[config.mk]
export PLATFORM = sky130hd
export DESIGN_NAME = coin_return_dispenser
export DESIGN_NICKNAME = d
export VERILOG_FILES = /design/src/rtl/coin_return_dispenser_pkg.sv /design/src/rtl/coin_return_dispenser_coin_select.sv /design/src/rtl/coin_return_dispenser.sv
export SDC_FILE = /design/constraint.sdc
export NUM_CORES = 1
export LEC_CHECK = 0
export CAP_MARGIN = 20
export CORE_MARGIN = 2
export CORE_UTILIZATION = 50
export DETAILED_ROUTE_END_ITERATION = 16
export PLACE_DENSITY = 0.77
export SLEW_MARGIN = 20
export SYNTH_ARGS = -nofsm -noshare
export SYNTH_HDL_FRONTEND = slang
export SYNTH_HIERARCHICAL = 1
export SYNTH_SLANG_ARGS = --single-unit
[constraint.sdc]
create_clock -name clk -period 2.3 [get_ports clk]
set_input_delay 0.23 -clock clk [delete_from_list [all_inputs] [get_ports clk]]
set_output_delay 0.23 -clock clk [all_outputs]
set_load 0.01 [all_outputs]
[src/rtl/coin_return_dispenser_pkg.sv]
`default_nettype none
// ============================================================================
// Module   : coin_return_dispenser_pkg
// Purpose  : Shared vending-machine definitions: coin count, datapath width,
//            coin denominations and the payout state encoding.
// Ports    : none (package)
// Revision : 1.0 - initial release
// ============================================================================
package coin_return_dispenser_pkg;

  localparam int kNumCoins  = 3;
  localparam int kTotalBits = 31;

  // Denominations, smallest first. The selector relies on ascending order.
  localparam int kCoinVal0 = 100;
  localparam int kCoinVal1 = 500;
  localparam int kCoinVal2 = 1000;

  typedef enum logic [1:0] {
    ST_IDLE  = 2'd0,
    ST_PICK  = 2'd1,
    ST_ISSUE = 2'd2,
    ST_DONE  = 2'd3
  } state_e;

endpackage : coin_return_dispenser_pkg
`default_nettype wire

[src/rtl/coin_return_dispenser_coin_select.sv]
`default_nettype none
// ============================================================================
// Module   : coin_return_dispenser_coin_select
// Purpose  : Combinational largest-fit picker. Returns the largest available
//            denomination whose value does not exceed the balance.
// Ports    : i_balance   - balance still to be paid
//            i_avail     - per-denomination availability mask
//            o_onehot    - one-hot code of the chosen coin (0 if none)
//            o_value     - value of the chosen coin (0 if none)
//            o_found     - a coin was chosen
// Revision : 1.0 - initial release
// ============================================================================
module coin_return_dispenser_coin_select
  import coin_return_dispenser_pkg::*;
#(
  parameter int NUM_COINS  = kNumCoins,
  parameter int TOTAL_BITS = kTotalBits,
  // Packed coin values, index 0 in the least-significant slot, ascending.
  parameter logic [NUM_COINS*TOTAL_BITS-1:0] COIN_VALS = '0
) (
  input  logic [TOTAL_BITS-1:0] i_balance,
  input  logic [NUM_COINS-1:0]  i_avail,
  output logic [NUM_COINS-1:0]  o_onehot,
  output logic [TOTAL_BITS-1:0] o_value,
  output logic                  o_found
);

  // Scan smallest to largest; because values ascend, the last fit wins and
  // is therefore the largest fitting denomination.
  always_comb begin
    o_onehot = '0;
    o_value  = '0;
    o_found  = 1'b0;
    for (int i = 0; i < NUM_COINS; i++) begin
      if (i_avail[i] && (COIN_VALS[i*TOTAL_BITS +: TOTAL_BITS] <= i_balance)) begin
        o_onehot    = '0;
        o_onehot[i] = 1'b1;
        o_value     = COIN_VALS[i*TOTAL_BITS +: TOTAL_BITS];
        o_found     = 1'b1;
      end
    end
  end

endmodule : coin_return_dispenser_coin_select
`default_nettype wire

[src/rtl/coin_return_dispenser.sv]
`default_nettype none
// ============================================================================
// Module   : coin_return_dispenser
// Purpose  : On a return request, latches the current total and pays it out
//            as coins, largest denomination first, one coin per hopper
//            ready/valid handshake. Each dispensed coin is reported as a
//            deduction; completion is flagged with a done pulse and the
//            unpayable remainder.
// Ports    : clk, reset            - clock, synchronous active-high reset
//            i_return_req          - one-cycle payout request
//            i_current_total       - balance, sampled with i_return_req
//            o_hopper_valid/coin   - coin offered to the hopper (one-hot)
//            i_hopper_ready        - hopper accepts the offered coin
//            o_dec_valid/amount    - deduction pulse and coin value
//            o_busy                - payout in progress
//            o_done/o_remainder    - completion pulse and unpaid balance
//            i_refill              - per-coin refill pulse (inventory only)
// Options  : COIN_INVENTORY_EN - track a per-denomination coin inventory;
//            empty denominations are skipped, refill sets a counter full.
// Revision : 1.0 - initial release
// ============================================================================
module coin_return_dispenser
  import coin_return_dispenser_pkg::*;
#(
  parameter int NUM_COINS  = kNumCoins,
  parameter int TOTAL_BITS = kTotalBits,
  parameter int COIN_VAL0  = kCoinVal0,
  parameter int COIN_VAL1  = kCoinVal1,
  parameter int COIN_VAL2  = kCoinVal2,
  parameter int INV_BITS   = 8
) (
  input  logic                  clk,
  input  logic                  reset,
  input  logic                  i_return_req,
  input  logic [TOTAL_BITS-1:0] i_current_total,
  output logic                  o_hopper_valid,
  output logic [NUM_COINS-1:0]  o_hopper_coin,
  input  logic                  i_hopper_ready,
`ifdef COIN_INVENTORY_EN
  input  logic [NUM_COINS-1:0]  i_refill,
`endif
  output logic                  o_dec_valid,
  output logic [TOTAL_BITS-1:0] o_dec_amount,
  output logic                  o_busy,
  output logic                  o_done,
  output logic [TOTAL_BITS-1:0] o_remainder
);

  // Three denominations are packed here; NUM_COINS is expected to be 3.
  localparam logic [NUM_COINS*TOTAL_BITS-1:0] COIN_VALS = {
    TOTAL_BITS'(COIN_VAL2), TOTAL_BITS'(COIN_VAL1), TOTAL_BITS'(COIN_VAL0)
  };

  state_e                state_q, state_d;
  logic [TOTAL_BITS-1:0] balance_q, balance_d;
  logic [TOTAL_BITS-1:0] value_q, value_d;
  logic [NUM_COINS-1:0]  coin_q, coin_d;
  logic                  dec_valid_q, dec_valid_d;
  logic [TOTAL_BITS-1:0] dec_amount_q, dec_amount_d;
  logic [TOTAL_BITS-1:0] remainder_q, remainder_d;

  logic [NUM_COINS-1:0]  avail;
  logic [NUM_COINS-1:0]  sel_onehot;
  logic [TOTAL_BITS-1:0] sel_value;
  logic                  sel_found;
  logic                  handshake;

  assign handshake = (state_q == ST_ISSUE) && i_hopper_ready;

`ifdef COIN_INVENTORY_EN
  for (genvar k = 0; k < NUM_COINS; k++) begin : g_inv
    logic [INV_BITS-1:0] cnt_q;
    // Refill has priority over a same-cycle dispense of the same coin.
    always_ff @(posedge clk) begin
      if (reset) begin
        cnt_q <= '0;
      end else if (i_refill[k]) begin
        cnt_q <= '1;
      end else if (handshake && coin_q[k]) begin
        cnt_q <= cnt_q - INV_BITS'(1);
      end
    end
    assign avail[k] = |cnt_q;
  end
`else
  // Unlimited stock; a zero-width inventory would mean no coins at all.
  assign avail = {NUM_COINS{INV_BITS > 0}};
`endif

  coin_return_dispenser_coin_select #(
    .NUM_COINS  (NUM_COINS),
    .TOTAL_BITS (TOTAL_BITS),
    .COIN_VALS  (COIN_VALS)
  ) u_coin_select (
    .i_balance (balance_q),
    .i_avail   (avail),
    .o_onehot  (sel_onehot),
    .o_value   (sel_value),
    .o_found   (sel_found)
  );

  always_comb begin
    state_d      = state_q;
    balance_d    = balance_q;
    value_d      = value_q;
    coin_d       = coin_q;
    dec_valid_d  = 1'b0;
    dec_amount_d = dec_amount_q;
    remainder_d  = remainder_q;
    case (state_q)
      ST_IDLE: begin
        if (i_return_req) begin
          balance_d = i_current_total;
          state_d   = ST_PICK;
        end
      end
      ST_PICK: begin
        if (sel_found) begin
          coin_d  = sel_onehot;
          value_d = sel_value;
          state_d = ST_ISSUE;
        end else begin
          remainder_d = balance_q;
          state_d     = ST_DONE;
        end
      end
      ST_ISSUE: begin
        if (i_hopper_ready) begin
          // Selection guarantees value_q <= balance_q, so no underflow.
          balance_d    = balance_q - value_q;
          dec_valid_d  = 1'b1;
          dec_amount_d = value_q;
          coin_d       = '0;
          state_d      = ST_PICK;
        end
      end
      ST_DONE: begin
        state_d = ST_IDLE;
      end
      default: begin
        state_d = ST_IDLE;
      end
    endcase
  end

  always_ff @(posedge clk) begin
    if (reset) begin
      state_q      <= ST_IDLE;
      balance_q    <= '0;
      value_q      <= '0;
      coin_q       <= '0;
      dec_valid_q  <= 1'b0;
      dec_amount_q <= '0;
      remainder_q  <= '0;
    end else begin
      state_q      <= state_d;
      balance_q    <= balance_d;
      value_q      <= value_d;
      coin_q       <= coin_d;
      dec_valid_q  <= dec_valid_d;
      dec_amount_q <= dec_amount_d;
      remainder_q  <= remainder_d;
    end
  end

  // All outputs come straight from registers or decodes of the state register.
  assign o_hopper_valid = (state_q == ST_ISSUE);
  assign o_hopper_coin  = coin_q;
  assign o_dec_valid    = dec_valid_q;
  assign o_dec_amount   = dec_amount_q;
  assign o_busy         = (state_q != ST_IDLE);
  assign o_done         = (state_q == ST_DONE);
  assign o_remainder    = remainder_q;

endmodule : coin_return_dispenser
`default_nettype wire

==> summary.txt <==
async set or reset register ratio after synthesis: 0%
worst skew pair latency: 0.42 ns
total number of vias: 7,598
max-cap viol count: 0
drt pass-1 iters: 5
antenna violations before repair: 0
critical-path maximum fanout: 5
ANT cells: 0
layout cells sized above 1: 24.45%
highest-count cells in the layout ignoring fill and taps: nand2_1 (216), a21oi_1 (141), buf_4 (130), dfxtp_1 (116), clkdlybuf4s50_1 (102)
drt first-iter violations: 747
Worst-Margin Slew: 0.7571 ns
NumNets Final: 1,227
Synth cell types: 72
cts hold-fix bufs: 0
status: finished with violations
H-tree depth: 4
Final Cycle Share: 103.7%
Power Density: 842.6 mW/mm^2
Ys Warns: 6
CTS Buffer Depth: 2
failing checks: negative setup slack
clk slew on worst S/H paths: 0.06 ns
Num CTS Buffers: 17
commonest non-fill, non-tap cell in the layout: nand2_1
number of port buffers: 103
GRT Total Usage: 29.32%
top-area cell type share of the netlist area: 36.54%
Final ANT Viol Nets: 0
Final Skew: 0.007498 ns
Chip Height: 123.4 um
Highest Clock Rate: 419.2 MHz
Setup violations, final: 14
Avg Synthesized Cell Area: 7.490 um^2
chip width: 123.4 um
CP arrival: 2.69 ns
post-synthesis cell count: 951
Core Area: 0.01388 mm^2
post-route insts no fill: 1,354
maximum vdd ir drop: 617.4 uV
root buf cell: clkbuf_16
vias per cell: 5.612
RSZ-0062 raised after global routing: yes
Seq/Total Area, Yosys: 36.54%
critical path class: reg2reg
GR Overflow Total: 0
Slew HR: 49.42%
Worst Path Required: 2.60 ns
post-layout instance area: 0.01042 mm^2
leakage dissipation: 4.051 nW
GP Congestion: 0.9782
Worst setup EP type: register
TritonCTS Sinks: 130
Slew Limit Fails: 0
routed len/inst: 17.18 um
final hold vios: 0
Critical Path Start Type: register
Cell Rows: 43
ys flop type: dfxtp_1
wirelength, routed: 23.26 mm
Initial Util: 51.32%
clock period minus worst slack: 2.386 ns
top cells by area, synth: dfxtp_1 (37%), nand2_1 (12%), a21oi_1 (11%), ha_1 (5.3%), buf_4 (3.1%)
Worst Hold Class: in2reg
largest net degree at the start of global routing: 95
Post-Syn Area: 0.007123 mm^2
num ports: 104
post-synthesis sequential element count: 130
Layout area overhead: 46.32%
setup ws final: -0.08565 ns
cell taking the most area after synthesis: dfxtp_1
die outline area: 0.01522 mm^2
first-pass GRT wire length: 34.73 mm
dpl cell area: 0.009009 mm^2
vias in the first global route: 6,850
CTS tree: built
Post-DP HPWL: 15.26 mm
number of enable-type register cells in the synthesized netlist: 0
Post-route DRC: 0
post-placement cell count: 1,298
[registers in the layout, summed over array words and instances, names as in the netlist]
name and cells:
balance_q 31, o_dec_amount 31, o_dec_valid 1, o_hopper_coin 3
o_remainder 31, state_q 2, value_q 31
[cells in the mapped netlist (4+ instances only)]
cell type	number
nand2_1	236
a21oi_1	154
dfxtp_1	130
clkbuf_1	45
nor2_1	42
inv_1	39
o21ai_0	35
ha_1	30
buf_4	29
xnor2_1	14
nand3_1	11
nor3_1	11
a21o_1	10
o21a_1	10
nand4_1	9
o21ai_1	9
o221ai_1	9
buf_2	7
and3_1	6
mux2i_1	6
nand2b_1	6
nor2b_1	6
nor4b_1	6
o22ai_1	6
a211oi_1	5
o211ai_1	5
or3_1	5
a22oi_1	4
and2_1	4
[worst paths after layout]
| path | from | end | slack (ns) | cells after the start |
|---|---|---|---|---|
| max | balance_q[4] | balance_q[7] | -0.09 | 9 |
| min | reset | state_q[1] | 0.21 | 2 |
| max reg2reg | balance_q[4] | balance_q[7] | -0.09 | 9 |
| min reg2reg | o_remainder[4] | o_remainder[4] | 0.45 | 2 |
[cell type report]
| type | count | area [um^2] |
|---|---|---|
| multi-input combinational | 723 | 4536 |
| fill | 1000 | 3458 |
| sequential | 130 | 2623 |
| timing repair buffer | 250 | 2262 |
| clock buffer | 23 | 478.0 |
| tap | 180 | 225.2 |
| clock inverter | 9 | 152.6 |
| inverter | 39 | 146.4 |
[where the power goes]
group | switching [mW] | leakage (nW) | internal (mW) | total [mW]
clock network | 0.988 | 0.299 | 1.90 | 2.88
logic | 1.79 | 2.69 | 1.60 | 3.38
registers | 0.129 | 1.06 | 2.38 | 2.51
[stage by stage]
| stage | setup slack, ns | util, % | TNS, ns | hold WS (ns) | power (mW) |
|---|---|---|---|---|---|
| global route | -0.1760 | 75.09 | -4.426 | 0.2197 | 9.164 |
| floorplan | 0.04613 | - | 0 | 0.3926 | 4.226 |
| CTS | -0.03791 | 71.51 | -0.06882 | 0.1907 | 8.361 |
| finish | -0.08565 | 75.09 | -0.2627 | 0.2071 | 8.782 |
| global placement | -0.1762 | 64.90 | -3.854 | 0.4413 | 5.216 |
| detailed placement | -0.2518 | 64.90 | -6.274 | 0.4468 | 5.251 |
[routing by layer]
metal  global-route usage (%)  share of wire, %  wire length (um)  up-vias
met1                    42.27                44             10170     3532
met5                        0                 0                 0        -
met2                    43.51                45             10550      362
li1                         -                 -                 -     3657
met3                    6.273               9.1              2110       47
met4                    9.446               1.8               420        0
[critical path: stages, from the launching register on]
cell	delay (ns)
dfxtp_1	0.44
ha_1	0.28
buf_4	0.16
o21ai_0	0.36
a21oi_2	0.08
buf_4	0.17
o21a_1	0.16
or3_1	0.32
a21oi_2	0.21
o21ai_1	0.08
[logic make-up after synthesis]
| logic type | after synthesis | share of synthesized area (%) |
|---|---|---|
| mux | 6 | 0.8432 |
| simple gates | 362 | 22.76 |
| buf+inv | 122 | 8.185 |
| compound gates | 282 | 24.05 |
| flops | 130 | 36.54 |
| fa+ha+maj | 31 | 5.551 |
| other cells | 2 | 0.1054 |
| xor+xnor | 16 | 1.967 |
[what timing repair did]
action,CTS,global route
gates cloned,0,4
buffers inserted,8,13
setup endpoints to repair,81,79
resized for setup,46,86
pin swaps,17,46
(Power assumes the default switching activity.)
